[config.mk]
export PLATFORM = sky130hd
export DESIGN_NAME = keypad_entry
export DESIGN_NICKNAME = d
export VERILOG_FILES = /design/src/rtl/keypad_entry_pkg.sv /design/src/rtl/keypad_entry_scan.sv /design/src/rtl/keypad_entry.sv
export SDC_FILE = /design/constraint.sdc
export NUM_CORES = 1
export LEC_CHECK = 0
export ABC_AREA = 1
export CAP_MARGIN = 20
export CORE_MARGIN = 2
export CORE_UTILIZATION = 55
export DETAILED_ROUTE_END_ITERATION = 12
export PLACE_DENSITY = 0.84
export SETUP_SLACK_MARGIN = 0.02
export SYNTH_ARGS = -nofsm -noshare
export SYNTH_HDL_FRONTEND = slang
export SYNTH_SLANG_ARGS = --single-unit
[constraint.sdc]
create_clock -name clk -period 3.6 [get_ports clk]
set_clock_uncertainty 0.2 [all_clocks]
set_input_delay 0.72 -clock clk [delete_from_list [all_inputs] [get_ports clk]]
set_output_delay 0.72 -clock clk [all_outputs]
set_load 0.1 [all_outputs]
[src/rtl/keypad_entry_pkg.sv]
// Shared definitions for the keypad entry block: key codes, scan result kinds,
// debounce states and the row/column to key-code map.
package keypad_entry_pkg;

  localparam logic [3:0] KEY_CLR = 4'hA;
  localparam logic [3:0] KEY_BS  = 4'hB;
  localparam logic [3:0] KEY_ENT = 4'hE;

  typedef enum logic [1:0] {
    ST_IDLE,
    ST_CAND,
    ST_HELD,
    ST_REL
  } deb_state_t;

  typedef enum logic [1:0] {
    SCAN_NONE,
    SCAN_SINGLE,
    SCAN_MULTI
  } scan_kind_t;

  // Raw index is row*4 + column.
  function automatic logic [3:0] keymap(input logic [3:0] idx);
    logic [3:0] code;
    case (idx)
      4'd0:    code = 4'h1;
      4'd1:    code = 4'h2;
      4'd2:    code = 4'h3;
      4'd3:    code = 4'hA;
      4'd4:    code = 4'h4;
      4'd5:    code = 4'h5;
      4'd6:    code = 4'h6;
      4'd7:    code = 4'hB;
      4'd8:    code = 4'h7;
      4'd9:    code = 4'h8;
      4'd10:   code = 4'h9;
      4'd11:   code = 4'hC;
      4'd12:   code = 4'hE;
      4'd13:   code = 4'h0;
      4'd14:   code = 4'hF;
      default: code = 4'hD;
    endcase
    return code;
  endfunction

  function automatic logic [7:0] mul10(input logic [7:0] x);
    return (x << 3) + (x << 1);
  endfunction

endpackage

[src/rtl/keypad_entry_scan.sv]
// Column scanner: row synchronizer, free-running dwell counter, column strobe
// rotation and per-scan classification into none / single key / multiple keys.
module keypad_scan
  import keypad_entry_pkg::*;
#(
  parameter int SCAN_W = 17
) (
  input  logic       clk,
  input  logic       rst,
  input  logic [3:0] row,
  output logic [3:0] col,
  output logic       scan_done,
  output scan_kind_t scan_kind,
  output logic [3:0] scan_idx
);

  logic [3:0]        row_s1, row_s2;
  logic [SCAN_W-1:0] dwell_cnt;
  logic [1:0]        col_sel;
  logic              dwell_end;
  logic              acc_any, acc_multi;
  logic [3:0]        acc_idx;

  logic [3:0] lows;
  logic       col_any, col_multi;
  logic [1:0] first_r;
  logic       mrg_any, mrg_multi;
  logic [3:0] mrg_idx;

  assign dwell_end = (dwell_cnt == '1);
  assign col       = ~(4'b0001 << col_sel);

  // Fold the current column's rows into the running scan result.
  always_comb begin
    lows      = ~row_s2;
    col_any   = 1'b0;
    col_multi = 1'b0;
    first_r   = '0;
    for (int unsigned r = 0; r < 4; r++) begin
      if (lows[r]) begin
        if (col_any) col_multi = 1'b1;
        else         first_r   = 2'(r);
        col_any = 1'b1;
      end
    end
    mrg_any   = acc_any | col_any;
    mrg_multi = acc_multi | col_multi | (acc_any & col_any);
    mrg_idx   = acc_any ? acc_idx : {first_r, col_sel};
  end

  always_ff @(posedge clk) begin
    if (rst) begin
      row_s1    <= '1;
      row_s2    <= '1;
      dwell_cnt <= '0;
      col_sel   <= '0;
      acc_any   <= 1'b0;
      acc_multi <= 1'b0;
      acc_idx   <= '0;
      scan_done <= 1'b0;
      scan_kind <= SCAN_NONE;
      scan_idx  <= '0;
    end else begin
      row_s1    <= row;
      row_s2    <= row_s1;
      dwell_cnt <= dwell_cnt + SCAN_W'(1);
      scan_done <= 1'b0;
      if (dwell_end) begin
        col_sel <= col_sel + 2'd1;
        if (col_sel == 2'd3) begin
          scan_done <= 1'b1;
          scan_kind <= mrg_multi ? SCAN_MULTI : (mrg_any ? SCAN_SINGLE : SCAN_NONE);
          scan_idx  <= mrg_idx;
          acc_any   <= 1'b0;
          acc_multi <= 1'b0;
          acc_idx   <= '0;
        end else begin
          acc_any   <= mrg_any;
          acc_multi <= mrg_multi;
          acc_idx   <= mrg_idx;
        end
      end
    end
  end

endmodule

[src/rtl/keypad_entry.sv]
// 4x4 keypad front end: debounces full-scan results into single key presses
// and assembles up to two decimal digits into a committed value.
module keypad_entry
  import keypad_entry_pkg::*;
#(
  parameter int SCAN_W    = 17,
  parameter int DEB_SCANS = 4
) (
  input  logic       clk,
  input  logic       rst,
  input  logic [3:0] row,
  output logic [3:0] col,
  output logic       key_valid,
  output logic [3:0] key_code,
  output logic [7:0] entry_val,
  output logic [1:0] digit_cnt,
  output logic [7:0] num,
  output logic       num_valid
);

  localparam int CNT_W = $clog2(DEB_SCANS + 1);
  localparam logic [CNT_W-1:0] DEB_TGT = CNT_W'(DEB_SCANS);

  logic       scan_done;
  scan_kind_t scan_kind;
  logic [3:0] scan_idx;

  keypad_scan #(.SCAN_W(SCAN_W)) u_scan (
    .clk       (clk),
    .rst       (rst),
    .row       (row),
    .col       (col),
    .scan_done (scan_done),
    .scan_kind (scan_kind),
    .scan_idx  (scan_idx)
  );

  deb_state_t       state, state_nx;
  logic [3:0]       cand, cand_nx;
  logic [CNT_W-1:0] deb_cnt, deb_cnt_nx, cnt_inc;
  logic             single, fire;
  logic [3:0]       first_digit;

  assign single  = (scan_kind == SCAN_SINGLE);
  assign cnt_inc = deb_cnt + CNT_W'(1);

  always_ff @(posedge clk) begin
    if (rst) begin
      state   <= ST_IDLE;
      cand    <= '0;
      deb_cnt <= '0;
    end else begin
      state   <= state_nx;
      cand    <= cand_nx;
      deb_cnt <= deb_cnt_nx;
    end
  end

  // A multi-key scan is handled exactly like an empty one.
  always_comb begin
    state_nx   = state;
    cand_nx    = cand;
    deb_cnt_nx = deb_cnt;
    fire       = 1'b0;
    if (scan_done) begin
      case (state)
        ST_IDLE: if (single) begin
          state_nx   = ST_CAND;
          cand_nx    = scan_idx;
          deb_cnt_nx = CNT_W'(1);
        end
        ST_CAND: if (single && scan_idx == cand) begin
          deb_cnt_nx = cnt_inc;
          if (cnt_inc == DEB_TGT) begin
            state_nx = ST_HELD;
            fire     = 1'b1;
          end
        end else begin
          state_nx = ST_IDLE;
        end
        ST_HELD: if (!single) begin
          state_nx   = ST_REL;
          deb_cnt_nx = CNT_W'(1);
        end
        ST_REL: if (!single) begin
          deb_cnt_nx = cnt_inc;
          if (cnt_inc == DEB_TGT) state_nx = ST_IDLE;
        end else begin
          state_nx = ST_HELD;
        end
        default: state_nx = ST_IDLE;
      endcase
    end
  end

  always_ff @(posedge clk) begin
    if (rst) begin
      key_valid <= 1'b0;
      key_code  <= '0;
    end else begin
      key_valid <= fire;
      if (fire) key_code <= keymap(cand);
    end
  end

  // The first digit is kept so backspace from two digits needs no divider.
  always_ff @(posedge clk) begin
    if (rst) begin
      entry_val   <= '0;
      digit_cnt   <= '0;
      first_digit <= '0;
      num         <= '0;
      num_valid   <= 1'b0;
    end else begin
      num_valid <= 1'b0;
      if (key_valid) begin
        if (key_code <= 4'd9) begin
          case (digit_cnt)
            2'd0: begin
              entry_val   <= {4'b0000, key_code};
              first_digit <= key_code;
              digit_cnt   <= 2'd1;
            end
            2'd1: begin
              entry_val <= mul10(entry_val) + {4'b0000, key_code};
              digit_cnt <= 2'd2;
            end
            default: ;
          endcase
        end else if (key_code == KEY_CLR) begin
          entry_val <= '0;
          digit_cnt <= '0;
        end else if (key_code == KEY_BS) begin
          case (digit_cnt)
            2'd2: begin
              entry_val <= {4'b0000, first_digit};
              digit_cnt <= 2'd1;
            end
            2'd1: begin
              entry_val <= '0;
              digit_cnt <= '0;
            end
            default: ;
          endcase
        end else if (key_code == KEY_ENT) begin
          if (digit_cnt != 2'd0) begin
            num       <= entry_val;
            num_valid <= 1'b1;
            entry_val <= '0;
            digit_cnt <= '0;
          end
        end
      end
    end
  end

endmodule

==> impl_metrics.csv <==
group,metric,value,unit
outcome,status,"finished, final reports clean",
setup_path,cp_max_fo,10,
clocking,cts_root_buffer,"clkbuf_8",
synthesis,async_flop_share,0,%
floorplanning,die_y,86.93,µm
layout,final_cell_mix,"81 x nand2_1, 77 x dfxtp_1, 55 x nor2_1",
global_routing,grt_usage,22.43,%
floorplanning,die_w,86.93,µm
timing,hold_viol,0,
layout,regArea,1541,µm²
floorplanning,rows,30,
timing,fin_crit,2.744,ns
synthesis,synth_nets,514,
global_routing,antenna_found_initial,0,
route,drtIter0Drc,133,
layout,drive_above_1_share,18.70,%
timing,slew_violations,0,
floorplanning,die-area,7556,µm²
clocking,clk_transition_reported_paths,0.08,ns
synthesis,synth_flop_cell,"dfxtp_1",
floorplanning,core,6719,µm²
route,route.detailed.drc,0,
route,dr.pass1.iters,5,
route,ant_nets,0,
synthesis,yosysUniqueCellTypes,42,
placed_design,port_buffers,33,
synthesis,synth_warnings,0,
hold_path,hold_end,"u_scan.row_s2[3]$_SDFF_PP1_",
timing,max_slew_margin,35.68,%
setup_path,path_class,"reg -> reg",
layout,fillers,558,
power_and_ir_drop,p_leak,1.896,nW
timing,finalSetupViolations,0,
clocking,cts_buffers,9,
setup_path,cp-start-kind,"flop",
timing,finalCritPeriodShare,76.23,%
global_routing,grt_pass1_vias,3042,
synthesis,syn_inst,483,
setup_path,worstPathArrival,2.82,ns
clocking,cts.repair.resized,0,
global_routing,grt_max_degree,22,
synthesis,ys_ff_latch,77,
setup_path,worstReg2RegEnd,"u_scan.acc_idx[3]$_SDFFE_PP0N_",
placed_design,gp_routability_congestion,0.8930,
timing,rsz0062_at_grt,"false",
setup_path,endpoint_kind,"flop",
setup_path,cp.required,3.67,ns
global_routing,gr-total-overflow,0,
synthesis,syn-cell-area,3782,µm²
setup_path,r2r-start,"u_scan.dwell_cnt[0]$_SDFF_PP0_",
route,viasPerCell,5.283,
floorplanning,boundaryPins,34,
hold_path,hold_class,"reg -> reg",
clocking,clkSinkCount,77,
layout,antennaDiodeCount,0,
timing,fin_setup_tns,0,ns
floorplanning,start_util,56.29,%
layout,final_common_cell,"nand2_1",
layout,multiInputGateArea,1968,µm²
clocking,cts_tree,"built",
layout,fin_util,64.43,%
global_routing,grt_pass1_wl,13400,µm
hold_path,hold_depth,1,
clocking,htreeDepth,3,
job,max-cap-violations,0,
setup_path,reg2reg_depth,14,
hold_path,worstHoldStart,"u_scan.row_s1[3]$_SDFF_PP1_",
layout,layout.nets,550,
clocking,ctsHoldBuffers,0,
power_and_ir_drop,ir_worst_vdd,253.7,µV
synthesis,synth_edf_count,0,
clocking,cts_setup_buffers,0,
clocking,insertion_delay,0.36,ns
timing,whs,0.2136,ns
timing,worst_pin_slew,0.9618,ns
route,routedWlPerCell,13.13,µm
power_and_ir_drop,powerDensity,369.3,nW/µm²
placed_design,dpl.hpwl,5722,µm
timing,max_freq,364.4,MHz
route,routed_wl,7928,µm
synthesis,yosysSeqAreaShare,40.75,%
route,via_count,3191,
clocking,clockBufferDepth,2,
layout,syn_to_final_growth,14.46,%
setup_path,rrSetupSlack,0.86,ns
synthesis,postSynthAreaPerCell,7.831,µm²
state kept, by name, indices dropped and copies added, names as in the netlist, 2 cells and up:
| name | cells |
|---|---|
| u_scan.dwell_cnt | 17 |
| entry_val | 8 |
| num | 8 |
| cand | 4 |
| first_digit | 4 |
| key_code | 4 |
| u_scan.acc_idx | 4 |
| u_scan.row_s1 | 4 |
| u_scan.row_s2 | 4 |
| u_scan.scan_idx | 4 |
| deb_cnt | 3 |
| digit_cnt | 2 |
| state | 2 |
| u_scan.col_sel | 2 |
| u_scan.scan_kind | 2 |
how the worst max path moves through the flow:
| stage | slack [ns] | startpoint | to | cells after the start |
|---|---|---|---|---|
| after global routing | 0.52 | u_scan.dwell_cnt[0]$_SDFF_PP0_ | u_scan.acc_idx[0]$_SDFFE_PP0N_ | 14 |
| after global placement | 1.04 | u_scan.dwell_cnt[0]$_SDFF_PP0_ | u_scan.acc_idx[0]$_SDFFE_PP0N_ | 14 |
| after detailed placement | 0.91 | u_scan.dwell_cnt[0]$_SDFF_PP0_ | u_scan.acc_idx[3]$_SDFFE_PP0N_ | 14 |
| after floorplan | 0.54 | key_code[3]$_SDFFE_PP0P_ | entry_val[6]$_SDFFE_PP0P_ | 9 |
| final | 0.86 | u_scan.dwell_cnt[0]$_SDFF_PP0_ | u_scan.acc_idx[3]$_SDFFE_PP0N_ | 14 |
| after CTS | 0.87 | u_scan.dwell_cnt[0]$_SDFF_PP0_ | u_scan.acc_idx[3]$_SDFFE_PP0N_ | 14 |
cells by family (layout without fill, tap and decap cells):
kind of cell,count (synthesis),after routing,share of synthesized area (%)
AND/OR/NAND/NOR,191,191,24.38
AO/OA/AOI/OAI,112,112,16.90
flip-flops,77,77,40.75
buffers and inverters,69,110,7.211
adder cells (fa/ha/maj),25,25,8.667
XOR/XNOR,9,9,2.084
power breakdown:
group	switching [mW]	internal, mW
Clock	0.316	0.377
Combinational	0.0257	0.0177
Sequential	0.00434	0.858
Total	0.346	1.25
synth_stat cells, types with 2 or more instances:
cell,count,share of area [%]
nand4_1,2,0.33
ha_1,23,7.6
a21oi_2,6,1.4
nand2_1,81,8.0
inv_2,6,0.60
dfxtp_1,77,41
o211ai_1,3,0.60
nor2_2,3,0.50
xnor2_1,2,0.46
buf_4,2,0.40
nand2_2,9,1.5
o22ai_1,2,0.33
a22oi_1,2,0.40
or2_2,10,1.7
o31ai_1,2,0.40
a21oi_1,39,5.2
a211oi_1,2,0.40
clkbuf_1,8,0.79
nor2_1,55,5.5
nand3_1,12,1.6
xor2_1,7,1.6
inv_1,50,5.0
nand3_2,6,1.6
o21ai_1,7,0.93
nor2_4,6,1.8
o21ai_0,43,5.7
fa_1,2,1.1
nor3_1,2,0.26
critical path, cell delays in order, from the launching register on:
cell,delay (ns)
dfxtp_1,0.37
ha_1,0.22
nand3_2,0.11
nor2_2,0.12
nand2_2,0.07
nor2_4,0.12
nand3_4,0.10
nor2_4,0.13
nand3_1,0.11
nor2_1,0.11
ha_1,0.21
clkinv_1,0.22
nor2_1,0.30
nand2_1,0.10
a21oi_1,0.15
per-layer routing:
layer / up-vias / share of wire, % / global-route usage [%]
met4: 0 / 1.7 / 7.813
li1: 1646 / - / -
met1: 1461 / 43 / 25.52
met3: 12 / 3.9 / 6.161
met5: - / 0 / 0
met2: 72 / 51 / 40.11
final cells by class:
cell class / count / share of cell area (%)
Clock buffer: 13 / 3.902
Inverter: 58 / 5.145
Sequential cell: 77 / 35.61
Timing Repair Buffer: 36 / 6.590
Clock inverter: 3 / 0.9827
Tap cell: 80 / 2.312
Multi-Input combinational cell: 337 / 45.46
per-stage QoR:
step,worst slack [ns],std cells,power [mW],area (µm²)
floorplan,0.5447,483,0.9104,3782
global placement,1.040,588,0.9242,4118
detailed placement,0.9110,588,0.9259,4118
CTS,0.8663,604,1.611,4329
global route,0.5196,604,1.656,4329
finish,0.8556,604,1.599,4329
Note: power is estimated with default switching activity, not from simulation.
